<file path="src/rtl/mem_access_unit.sv">
// MEM-stage load/store unit: store lane placement, load extraction, req/ack FSM.
// Optional ack watchdog enabled by defining MEM_TIMEOUT_EN.
module mem_access_unit #(
  parameter int ADDR_W         = 32,
  parameter int DATA_W         = 32,
  parameter int TIMEOUT_CYCLES = 16
) (
  input  logic              i_clk,
  input  logic              i_reset,
  input  logic              i_valid,
  input  logic              i_mem_read,
  input  logic              i_mem_write,
  input  logic [1:0]        i_size,
  input  logic              i_unsigned,
  input  logic [ADDR_W-1:0] i_addr,
  input  logic [DATA_W-1:0] i_wdata,
  output logic              o_stall,
  output logic              o_done,
  output logic              o_misaligned,
  output logic              o_bus_err,
  output logic [DATA_W-1:0] o_rdata,
  output logic              o_mem_req,
  output logic              o_mem_we,
  output logic [ADDR_W-1:0] o_mem_addr,
  output logic [DATA_W-1:0] o_mem_wdata,
  output logic [3:0]        o_mem_be,
  input  logic              i_mem_ack,
  input  logic [DATA_W-1:0] i_mem_rdata
);

  typedef enum logic [1:0] {
    S_IDLE,
    S_BUSY,
    S_RESP
  } state_t;

  state_t            r_state;
  logic              r_done;
  logic              r_mis;
  logic              r_req;
  logic              r_we;
  logic [ADDR_W-1:0] r_addr;
  logic [DATA_W-1:0] r_wdata;
  logic [3:0]        r_be;
  logic [1:0]        r_size;
  logic              r_uns;
  logic [1:0]        r_lane;
  logic [DATA_W-1:0] r_rdata;

  logic              w_access;
  logic              w_misaligned;
  logic              w_start;
  logic [DATA_W-1:0] w_wdata;
  logic [3:0]        w_be;
  logic [7:0]        w_byte;
  logic [15:0]       w_half;
  logic [DATA_W-1:0] w_ext;

`ifdef MEM_TIMEOUT_EN
  localparam int CNT_W = $clog2(TIMEOUT_CYCLES + 1);
  localparam logic [CNT_W-1:0] CNT_MAX = CNT_W'(TIMEOUT_CYCLES - 1);
  logic [CNT_W-1:0] r_cnt;
  logic             r_err;
`endif

  assign w_access = i_valid & (i_mem_read | i_mem_write);

  assign w_misaligned =
    ((i_size == 2'b01) & i_addr[0]) |
    (i_size[1] & (|i_addr[1:0]));

  assign w_start = (r_state == S_IDLE) & w_access & ~w_misaligned;

  assign o_stall      = w_start | (r_state == S_BUSY);
  assign o_done       = r_done;
  assign o_misaligned = r_mis;
  assign o_rdata      = r_rdata;
  assign o_mem_req    = r_req;
  assign o_mem_we     = r_we;
  assign o_mem_addr   = r_addr;
  assign o_mem_wdata  = r_wdata;
  assign o_mem_be     = r_be;

`ifdef MEM_TIMEOUT_EN
  assign o_bus_err = r_err;
`else
  assign o_bus_err = 1'b0;
`endif

  // Replicate store data across lanes and pick byte enables
  always_comb begin
    w_wdata = i_wdata;
    w_be    = 4'b1111;
    case (i_size)
      2'b00: begin
        w_wdata = {4{i_wdata[7:0]}};
        w_be    = 4'b0001 << i_addr[1:0];
      end
      2'b01: begin
        w_wdata = {2{i_wdata[15:0]}};
        w_be    = 4'b0011 << {i_addr[1], 1'b0};
      end
      default: begin
        w_wdata = i_wdata;
        w_be    = 4'b1111;
      end
    endcase
  end

  // Extract the addressed lane from the read word and extend it
  always_comb begin
    w_byte = i_mem_rdata[{r_lane, 3'b000} +: 8];
    w_half = r_lane[1] ? i_mem_rdata[31:16] : i_mem_rdata[15:0];
    w_ext  = i_mem_rdata;
    case (r_size)
      2'b00:   w_ext = {{24{~r_uns & w_byte[7]}}, w_byte};
      2'b01:   w_ext = {{16{~r_uns & w_half[15]}}, w_half};
      default: w_ext = i_mem_rdata;
    endcase
  end

  // Access FSM with registered bus outputs and status pulses
  always_ff @(posedge i_clk or posedge i_reset) begin
    if (i_reset) begin
      r_state <= S_IDLE;
      r_done  <= 1'b0;
      r_mis   <= 1'b0;
      r_req   <= 1'b0;
      r_we    <= 1'b0;
      r_addr  <= '0;
      r_wdata <= '0;
      r_be    <= 4'b0000;
      r_size  <= 2'b00;
      r_uns   <= 1'b0;
      r_lane  <= 2'b00;
      r_rdata <= '0;
`ifdef MEM_TIMEOUT_EN
      r_cnt   <= '0;
      r_err   <= 1'b0;
`endif
    end else begin
      r_done <= 1'b0;
      r_mis  <= 1'b0;
`ifdef MEM_TIMEOUT_EN
      r_err  <= 1'b0;
`endif
      case (r_state)
        S_IDLE: begin
          if (w_access & w_misaligned) begin
            r_mis <= 1'b1;
          end else if (w_access) begin
            r_state <= S_BUSY;
            r_req   <= 1'b1;
            r_we    <= ~i_mem_read;
            r_addr  <= {i_addr[ADDR_W-1:2], 2'b00};
            r_wdata <= w_wdata;
            r_be    <= w_be;
            r_size  <= i_size;
            r_uns   <= i_unsigned;
            r_lane  <= i_addr[1:0];
`ifdef MEM_TIMEOUT_EN
            r_cnt   <= '0;
`endif
          end
        end
        S_BUSY: begin
          if (i_mem_ack) begin
            r_req   <= 1'b0;
            r_state <= S_RESP;
            r_done  <= 1'b1;
            if (!r_we) r_rdata <= w_ext;
`ifdef MEM_TIMEOUT_EN
          end else if (r_cnt == CNT_MAX) begin
            r_req   <= 1'b0;
            r_state <= S_RESP;
            r_done  <= 1'b1;
            r_err   <= 1'b1;
          end else begin
            r_cnt <= r_cnt + 1'b1;
`endif
          end
        end
        S_RESP: begin
          r_state <= S_IDLE;
        end
        default: begin
          r_state <= S_IDLE;
        end
      endcase
    end
  end

endmodule
</file>
<file path="config.mk">
export PLATFORM = sky130hd
export DESIGN_NAME = mem_access_unit
export DESIGN_NICKNAME = d
export VERILOG_FILES = /design/src/rtl/mem_access_unit.sv
export SDC_FILE = /design/constraint.sdc
export NUM_CORES = 1
export LEC_CHECK = 0
export CAP_MARGIN = 20
export CORE_ASPECT_RATIO = 1.4
export CORE_MARGIN = 8
export CORE_UTILIZATION = 35
export CTS_BUF_LIST = sky130_fd_sc_hd__clkbuf_8
export CTS_CLUSTER_DIAMETER = 120
export DETAILED_ROUTE_END_ITERATION = 8
export HOLD_SLACK_MARGIN = 0.06
export PLACE_DENSITY = 0.71
export REMOVE_ABC_BUFFERS = 1
export SETUP_SLACK_MARGIN = 0.1
export SLEW_MARGIN = 20
export SYNTH_ARGS = -nofsm -noshare
export SYNTH_HDL_FRONTEND = slang
export SYNTH_SLANG_ARGS = --single-unit
</file>
<file path="constraint.sdc">
create_clock -name i_clk -period 10.99 [get_ports i_clk]
set_input_delay 2.198 -clock i_clk [delete_from_list [all_inputs] [get_ports i_clk]]
set_output_delay 2.198 -clock i_clk [all_outputs]
set_load 0.005 [all_outputs]
</file>
======== Word level (Yosys, flattened, before mapping) ========
Index checks and enable logic that the tools add are counted.
operators by class
  mux-type cells .......................... 16
  shifts and indexed selects .............. 3
  equality and inequality tests ........... 6
  bitwise operators ....................... 16
  reductions and logical operators ........ 9
operators with widths
  cell                 number
  $pmux 32 s2          2
  $shiftx 32x6->8      1
  $mux 16              1
  $reduce_and 3->1     3
  $and 1x1->1          8
  $pmux 4 s2           1
  $mux 1               7
  $eq 2x1->1 const B   3
  $logic_not 2->1      3
  $mux 2               3
  $ne 2x2->1 const B   3
  $not 1->1            5
  $pmux 2 s2           1
  $reduce_and 4->1     1
  $shl 1x2->4 const A  1
  $shl 2x2->4 const A  1
  $or 1x1->1           3
  $pmux 1 s2           1
  $reduce_bool 2->1    1
  $reduce_or 2->1      1
storage, ports and cells
  register bits after elaboration ......... 109
  input bits .............................. 105
  output and inout bits ................... 106

======== Logic depth before layout (Yosys ltp) ========
Gate-level depths: netlist (run 1).
  word-level depth ........................ 6
  gate-level depth with buffers ........... 7
  depth with buffers taken out ............ 4

======== Worst setup path after synthesis (run 1) ========
Ideal clock, no wire load.
  kind .................................... input port to output port
  start point ............................. input port i_addr[0]
  end point ............................... output port o_stall
  stages on the path ...................... 5
  slack ................................... 5.576 ns
  arrival ................................. 3.216 ns
  cells stage by stage .................... and2_1 > clkbuf_1 > nor3_4 > buf_2 > nand2b_1
on the way
  word-level cells in the longest chain between the ends .. 6
  elaborated cells between the ends (all ways) .. 7
  those cells by class .................... bitwise: 6; reduce/logical: 1
ends and longest elaborated chain
  element          RTL line  RTL
  start, declared  15        input logic [ADDR_W-1:0] i_addr,
  $reduce_or 2->1  70        (i_size[1] & (|i_addr[1:0]));
  $and 1x1->1      70
  $or 1x1->1 *     69        ((i_size == 2'b01) & i_addr[0]) |
  $not 1->1 *      72        assign w_start = (r_state == S_IDLE) & w_access & ~w_misaligned;
  $and 1x1->1 *    72
  $or 1x1->1 *     74        assign o_stall = w_start | (r_state == S_BUSY);
  end, declared    17        output logic o_stall,
Every way passes the cells marked *; elsewhere a longest branch is shown, timed or not.

======== Worst setup path in the final report (run 1) ========
  start point ............................. input port i_size[1]
  end point ............................... output port o_stall
on the way
  word-level cells in the longest chain between the ends .. 6
  elaborated cells between the ends (all ways) .. 7
  those cells by class .................... eq/ne: 1; bitwise: 6
ends and longest elaborated chain
  element          RTL line  RTL
  start, declared  13        input logic [1:0] i_size,
  $eq 2x1->1       69
  $and 1x1->1      69
  $or 1x1->1 *     69
  $not 1->1 *      72
  $and 1x1->1 *    72
  $or 1x1->1 *     74
Marked as above.

==> results of run 1 <==
==> worst reg2reg max path: stages, from the launching register on <==
cell	delay, ps
dfrtp_1	460
nor2_1	180
o211ai_2	200
nor3_4	230
buf_4	690
mux2_2	480
==> power by group <==
group	internal (W)	switching, W	leakage, nW
clock	0.0000929	0.000150	0.0954
sequential	0.000542	0.0000853	1.29
combinational	0.000394	0.000238	1.70
total	0.00103	0.000473	3.09
==> logic make-up (layout without fill, tap and decap cells) <==
family / Yosys count / in the layout / share of synthesized area (%)
buffers and inverters: 40 / 234 / 4.424
AND/OR/NAND/NOR: 137 / 137 / 13.90
flip-flops: 109 / 109 / 52.99
multiplexers: 85 / 85 / 17.94
XOR/XNOR: 1 / 1 / 0.1702
AO/OA/AOI/OAI: 90 / 90 / 10.50
other: 1 / 3 / 0.07285
==> per-stage QoR <==
step	total power, W	hold slack, ps	area, sq um
finish	0.001503	505.0	7516
floorplan	0.0008590	482.8	4938
global placement	0.001258	473.3	7325
CTS	0.001527	509.6	7516
global route	0.001609	516.7	7516
detailed placement	0.001277	473.7	7325
==> per-layer routing <==
| metal | part of all wire (%) | track usage (%) |
|---|---|---|
| met1 | 39 | 18.80 |
| met4 | 2.0 | 5.424 |
| met2 | 50 | 30.24 |
| met3 | 8.9 | 6.600 |
| met5 | 0 | 0 |
==> state kept, by name (all words and copies together) (netlist names), 2 cells and up <==
register,count
o_mem_wdata,32
o_rdata,32
o_mem_addr,30
o_mem_be,4
r_lane,2
r_size,2
r_state,2
==> cell usage after synthesis (all sizes together), types with 9 or more instances <==
master,count
a21oi,42
buf,19
clkbuf,18
dfrtp,109
mux2,58
mux2i,27
nand2,47
nand3,35
nor3,10
o21ai,23
or2,9
==> worst max path at each step <==
stage	cells past startpoint	from	end	slack [ps]
global placement	6	i_size[1]	o_stall	4880
detailed placement	6	i_size[1]	o_stall	4850
CTS	6	i_size[1]	o_stall	4840
global route	6	i_size[1]	o_stall	4810
floorplan	3	i_addr[0]	o_stall	4550
finish	6	i_size[1]	o_stall	4860
==> cell usage in the layout (no fill, tap or decap), types with 2 or more instances in the layout <==
master | Yosys | routed
clkdlybuf4s50_1 | 0 | 207
dfrtp_1 | 109 | 109
mux2_2 | 54 | 54
nand2_1 | 47 | 47
a21oi_1 | 42 | 42
nand3_1 | 35 | 35
mux2i_1 | 27 | 27
o21ai_0 | 22 | 22
clkbuf_8 | 0 | 10
or2_2 | 9 | 9
nor3_1 | 8 | 8
nand3b_1 | 8 | 8
buf_4 | 4 | 8
nor2_1 | 7 | 7
a31oi_1 | 7 | 7
o221a_2 | 7 | 7
nand2b_1 | 5 | 5
mux2_1 | 4 | 4
o21bai_1 | 4 | 4
nor4_1 | 3 | 3
nand4b_1 | 3 | 3
conb_1 | 1 | 3
nor2b_1 | 2 | 2
inv_1 | 3 | 2
and3b_1 | 2 | 2
or4b_2 | 2 | 2
inv_6 | 0 | 2
clkinv_4 | 0 | 2
==> cell type report <==
| class | count | area [sq um] | area share [%] |
|---|---|---|---|
| inverter | 3 | 13.76 | 0.1831 |
| timing repair buffer | 215 | 2132 | 28.37 |
| tap | 189 | 236.5 | 3.146 |
| sequential | 109 | 2728 | 36.29 |
| clock inverter | 6 | 53.80 | 0.7158 |
| multi-input combinational | 316 | 2215 | 29.47 |
| clock buffer | 10 | 137.6 | 1.831 |
==> impl_metrics.tcl, run 1 <==
set metrics [dict create \
    outcome "finished, final reports clean" \
    async_flop_share_pct 100.0 \
    fp.dieH_um 159.5 \
    cp-start-kind "primary input" \
    fin_worst_skew_ps 13.00 \
    setup_slack_ps 4862 \
    cp_top_family "buffers and inverters" \
    area_growth_pct 46.01 \
    diodes 0 \
    overflow 0 \
    root_buffer "clkbuf_8" \
    max-cap-violations 0 \
    ys_seq_area_share_pct 52.99 \
    r2r_slack_ps 8640 \
    drcViolationCount 0 \
    die_area_sq_um 18900 \
    cp_cell_sequence "clkdlybuf4s50_1, buf_4, o21a_1, nor3_4, nand2b_1, clkdlybuf4s50_1" \
    cp_slowest_cell "clkdlybuf4s50_1" \
    globalplace.congestion 0.8981 \
    grt_pass1_vias 4796 \
    core_area_sq_um 14440 \
    synth_edf_count 0 \
    power_leakage_nw 3.087 \
    drtAntennaViolNets 0 \
    peakVddDrop_mv 0.07629 \
    final_util_pct 52.04 \
    reg2regPathDepth 5 \
    fin_crit_sh_pct 55.76 \
    cts.sinks 109 \
    slew_violations 0 \
    cts.clk_slew.worst_paths_ps 110 \
    whs_path_depth 2 \
    fillers 1314 \
    synth-main-ff-cell "dfrtp_1" \
    critPathRequiredTime_ps 8790 \
    powerDensity_nw_per_um2 199.9 \
    synth_top_area_cell "dfrtp_1" \
    place_hpwl_um 12060 \
    postCtsHoldBufs 0 \
    hp-start "o_rdata[30]$_DFFE_PP0P_" \
    cp_common_cell "clkdlybuf4s50_1" \
    pre_cts_ws_ps 4848 \
    cts-htree-levels 3 \
    worstReg2RegStart "r_state[1]$_DFFE_PP0P_" \
    drive_gt1_share_pct 15.48 \
    dr.pass1.iters 4 \
    critPathBufInv 3 \
    grt_max_degree 71 \
    cts_buffer_depth 2 \
    antenna_found_initial 0 \
    finalSetupViolCount 0 \
    ys_warn_count 0 \
    instances_no_fill 848 \
    wl_per_cell_um 19.12 \
    worst_slew_pin_slew_ps 885.6 \
    r2r-end "r_size[1]$_DFFE_PP0P_" \
    ys_top_cells_by_area "dfrtp_1 53%, mux2_2 12%, mux2i_1 5.3%" \
    syn_area_per_cell_sq_um 11.12 \
    avgViaCountPerCell 5.183 \
    routed_wl_um 16210 \
    finalCriticalPeriod_ps 6128 \
    port_buffers 207 \
    worstHoldPathType "reg -> reg" \
    worstSkewPairLatency_ps 380 \
    grt_pass1_wl_um 26300 \
    die_x_um 118.5 \
    synth_area_sq_um 5147 \
    synth_cell_types 44 \
    cts_inserted_buffers 9 \
    hold_violations 0 \
    post_cts_buffers 0 \
    cts_resized 0 \
    setup_tns_ps 0 \
    synth_top_area_share_pct 52.99 \
    placedCellCount 832 \
    rsz0062_at_grt "no" \
    track_usage_pct 17.27 \
    rows 52 \
    slew_headroom_pct 40.96 \
    cts_tree "built" \
    hold_end "o_rdata[30]$_DFFE_PP0P_" \
    io_pins 211 \
    start_util_pct 35.64 \
    fmax_mhz 163.2 \
    vias 4395 \
    cp.arrival_ps 3930 \
    dr.first_iter.drc_count 312 \
    critical_path.max_fanout 33 \
    synth_seq_cells 109 \
    critical-path-max-stage-delay_ps 460 \
    netlist_instances 463 \
    nets 759 \
    critical_path_class "in -> out" \
    endpoint_kind "output port" \
]
Note: power is estimated with default switching activity, not from simulation.
==> inputs of run 2 (changes only) <==
--- a/config.mk
+++ b/config.mk
@@ -13,7 +13,7 @@
 export CTS_CLUSTER_DIAMETER = 120
 export DETAILED_ROUTE_END_ITERATION = 8
 export HOLD_SLACK_MARGIN = 0.06
-export PLACE_DENSITY = 0.71
+export PLACE_DENSITY = 0.74
 export REMOVE_ABC_BUFFERS = 1
 export SETUP_SLACK_MARGIN = 0.1
 export SLEW_MARGIN = 20
==> constraint.sdc (replaced) <==
create_clock -name i_clk -period 5.6 [get_ports i_clk]
set_input_delay 1.12 -clock i_clk [delete_from_list [all_inputs] [get_ports i_clk]]
set_output_delay 1.12 -clock i_clk [all_outputs]
set_load 0.005 [all_outputs]
==> run 2 against run 1 <==
Critical path depth shrank 1. First-iteration DRC count is 15% higher. Worst hold slack got worse by 7.1 ps.
==> impl_metrics.tcl, run 2 (same netlist as run 1, synthesis figures left out) <==
set metrics [dict create \
    fin_crit_sh_pct 70.02 \
    finalSetupViolCount 0 \
    core_area_sq_um 14440 \
    cts_buffer_depth 2 \
    fmax_mhz 255.0 \
    place_hpwl_um 12210 \
    grt_pass1_wl_um 26340 \
    slew_violations 0 \
    globalplace.congestion 0.8002 \
    avgViaCountPerCell 5.162 \
    finalCriticalPeriod_ps 3921 \
    rows 52 \
    worstSkewPairLatency_ps 370 \
    cts_inserted_buffers 9 \
    powerDensity_nw_per_um2 394.2 \
    vias 4367 \
    rsz0062_at_grt "no" \
    routed_wl_um 16230 \
    dr.first_iter.drc_count 360 \
    port_buffers 207 \
    dr.pass1.iters 4 \
    worstHoldPathType "reg -> reg" \
    power_leakage_nw 3.085 \
    grt_max_degree 72 \
    grtUsageMet3_pct 8.481 \
    layout_commonest_cell "clkdlybuf4s50_1" \
    worst_slew_pin_slew_ps 1011 \
    overflow 0 \
    wl_per_cell_um 19.18 \
    setup_slack_ps 1679 \
    cts.clk_slew.worst_paths_ps 100 \
    use_met2_pct 29.93 \
    endpoint_kind "output port" \
    cts_tree "built" \
    fp.dieH_um 159.5 \
    critPathRequiredTime_ps 4480 \
    cts-htree-levels 3 \
    cp-start-kind "primary input" \
    antenna_found_initial 0 \
    critical_path_class "in -> out" \
    grt_pass1_vias 4741 \
    fin_worst_skew_ps 6.782 \
    drcViolationCount 0 \
    reg2regPathDepth 4 \
    root_buffer "clkbuf_8" \
    mostFrequentLayoutCells "207 x clkdlybuf4s50_1, 109 x dfrtp_1, 54 x mux2_2" \
    pre_cts_ws_ps 1654 \
    slew_headroom_pct 32.63 \
    critical_path.max_fanout 8 \
    die_area_sq_um 18900 \
    setup_tns_ps 0 \
    place_area_sq_um 7310 \
    cts_resized 0 \
    hold_violations 0 \
    track_usage_pct 17.30 \
    drive_gt1_share_pct 15.22 \
    peakVddDrop_mv 0.1793 \
    drtAntennaViolNets 0 \
    io_pins 211 \
    nets 757 \
    postCtsHoldBufs 0 \
    outcome "finished, final reports clean" \
    cp.arrival_ps 2800 \
    die_x_um 118.5 \
    post_cts_buffers 0 \
    fin_area_sq_um 7508 \
    cts.sinks 109 \
    diodes 0 \
    start_util_pct 35.64 \
    max-cap-violations 0 \
    finalHoldWorstSlack_ps 497.9 \
    grt_util_met1_pct 17.88 \
    top_usage_layer "met2" \
    whs_path_depth 1 \
    area_growth_pct 45.87 \
]
run 2: cell count changes in the layout (fill, tap and decap cells not counted), sizes merged:
cell | previous run | this run
clkinv | 2 | 5
buf | 8 | 6
inv | 6 | 4
bufinv | 0 | 1
clkbuf | 10 | 9
clkinvlp | 1 | 0
run 2: per-layer routing:
layer	share of wire, %	vias up
li1	-	2022
met1	37	2147
met2	51	179
met3	10	19
met4	1.9	0
met5	0	-
run 2: per-stage QoR:
step | utilization (%) | total power (W) | cells
after CTS | 51.98 | 0.003004 | 846
after global routing | 51.98 | 0.003168 | 846
after floorplan | - | 0.001686 | 428
after global placement | 50.61 | 0.002454 | 830
after detailed placement | 50.61 | 0.002503 | 830
final | 51.98 | 0.002960 | 846
run 2: path summary, 6_finish.rpt:
| path | start | slack [ps] | end |
|---|---|---|---|
| worst max-delay path | i_addr[0] | 1680 | o_stall |
| worst min-delay path | o_mem_wdata[25]$_DFFE_PP0P_ | 500 | o_mem_wdata[25]$_DFFE_PP0P_ |
| worst max register to register | r_lane[1]$_DFFE_PP0P_ | 3170 | o_rdata[27]$_DFFE_PP0P_ |
| worst min register to register | o_mem_wdata[25]$_DFFE_PP0P_ | 500 | o_mem_wdata[25]$_DFFE_PP0P_ |
| max in group asynchronous | i_reset | 3240 | o_rdata[27]$_DFFE_PP0P_ |
| min in group asynchronous | i_reset | 1260 | o_mem_wdata[0]$_DFFE_PP0P_ |
run 2: area by class of cell:
cell class / instances / area [sq um]
multi-input cells: 316 / 2215
well taps: 189 / 236.5
repair buffers: 213 / 2117
clock inverters: 7 / 75.07
flip-flops and latches: 109 / 2728
fillers: 1322 / 6935
clock buffers: 9 / 123.9
inverters: 3 / 13.76
run 2: critical path, stage by stage:
cell	delay, ps
clkdlybuf4s50_1	540
and2_1	300
nor3_4	190
nand2b_1	120
clkdlybuf4s50_1	530
run 2: power by group:
part           internal, W  switching, W
logic             0.000769      0.000431
registers          0.00106      0.000208
clock network     0.000210      0.000278
total              0.00204      0.000917
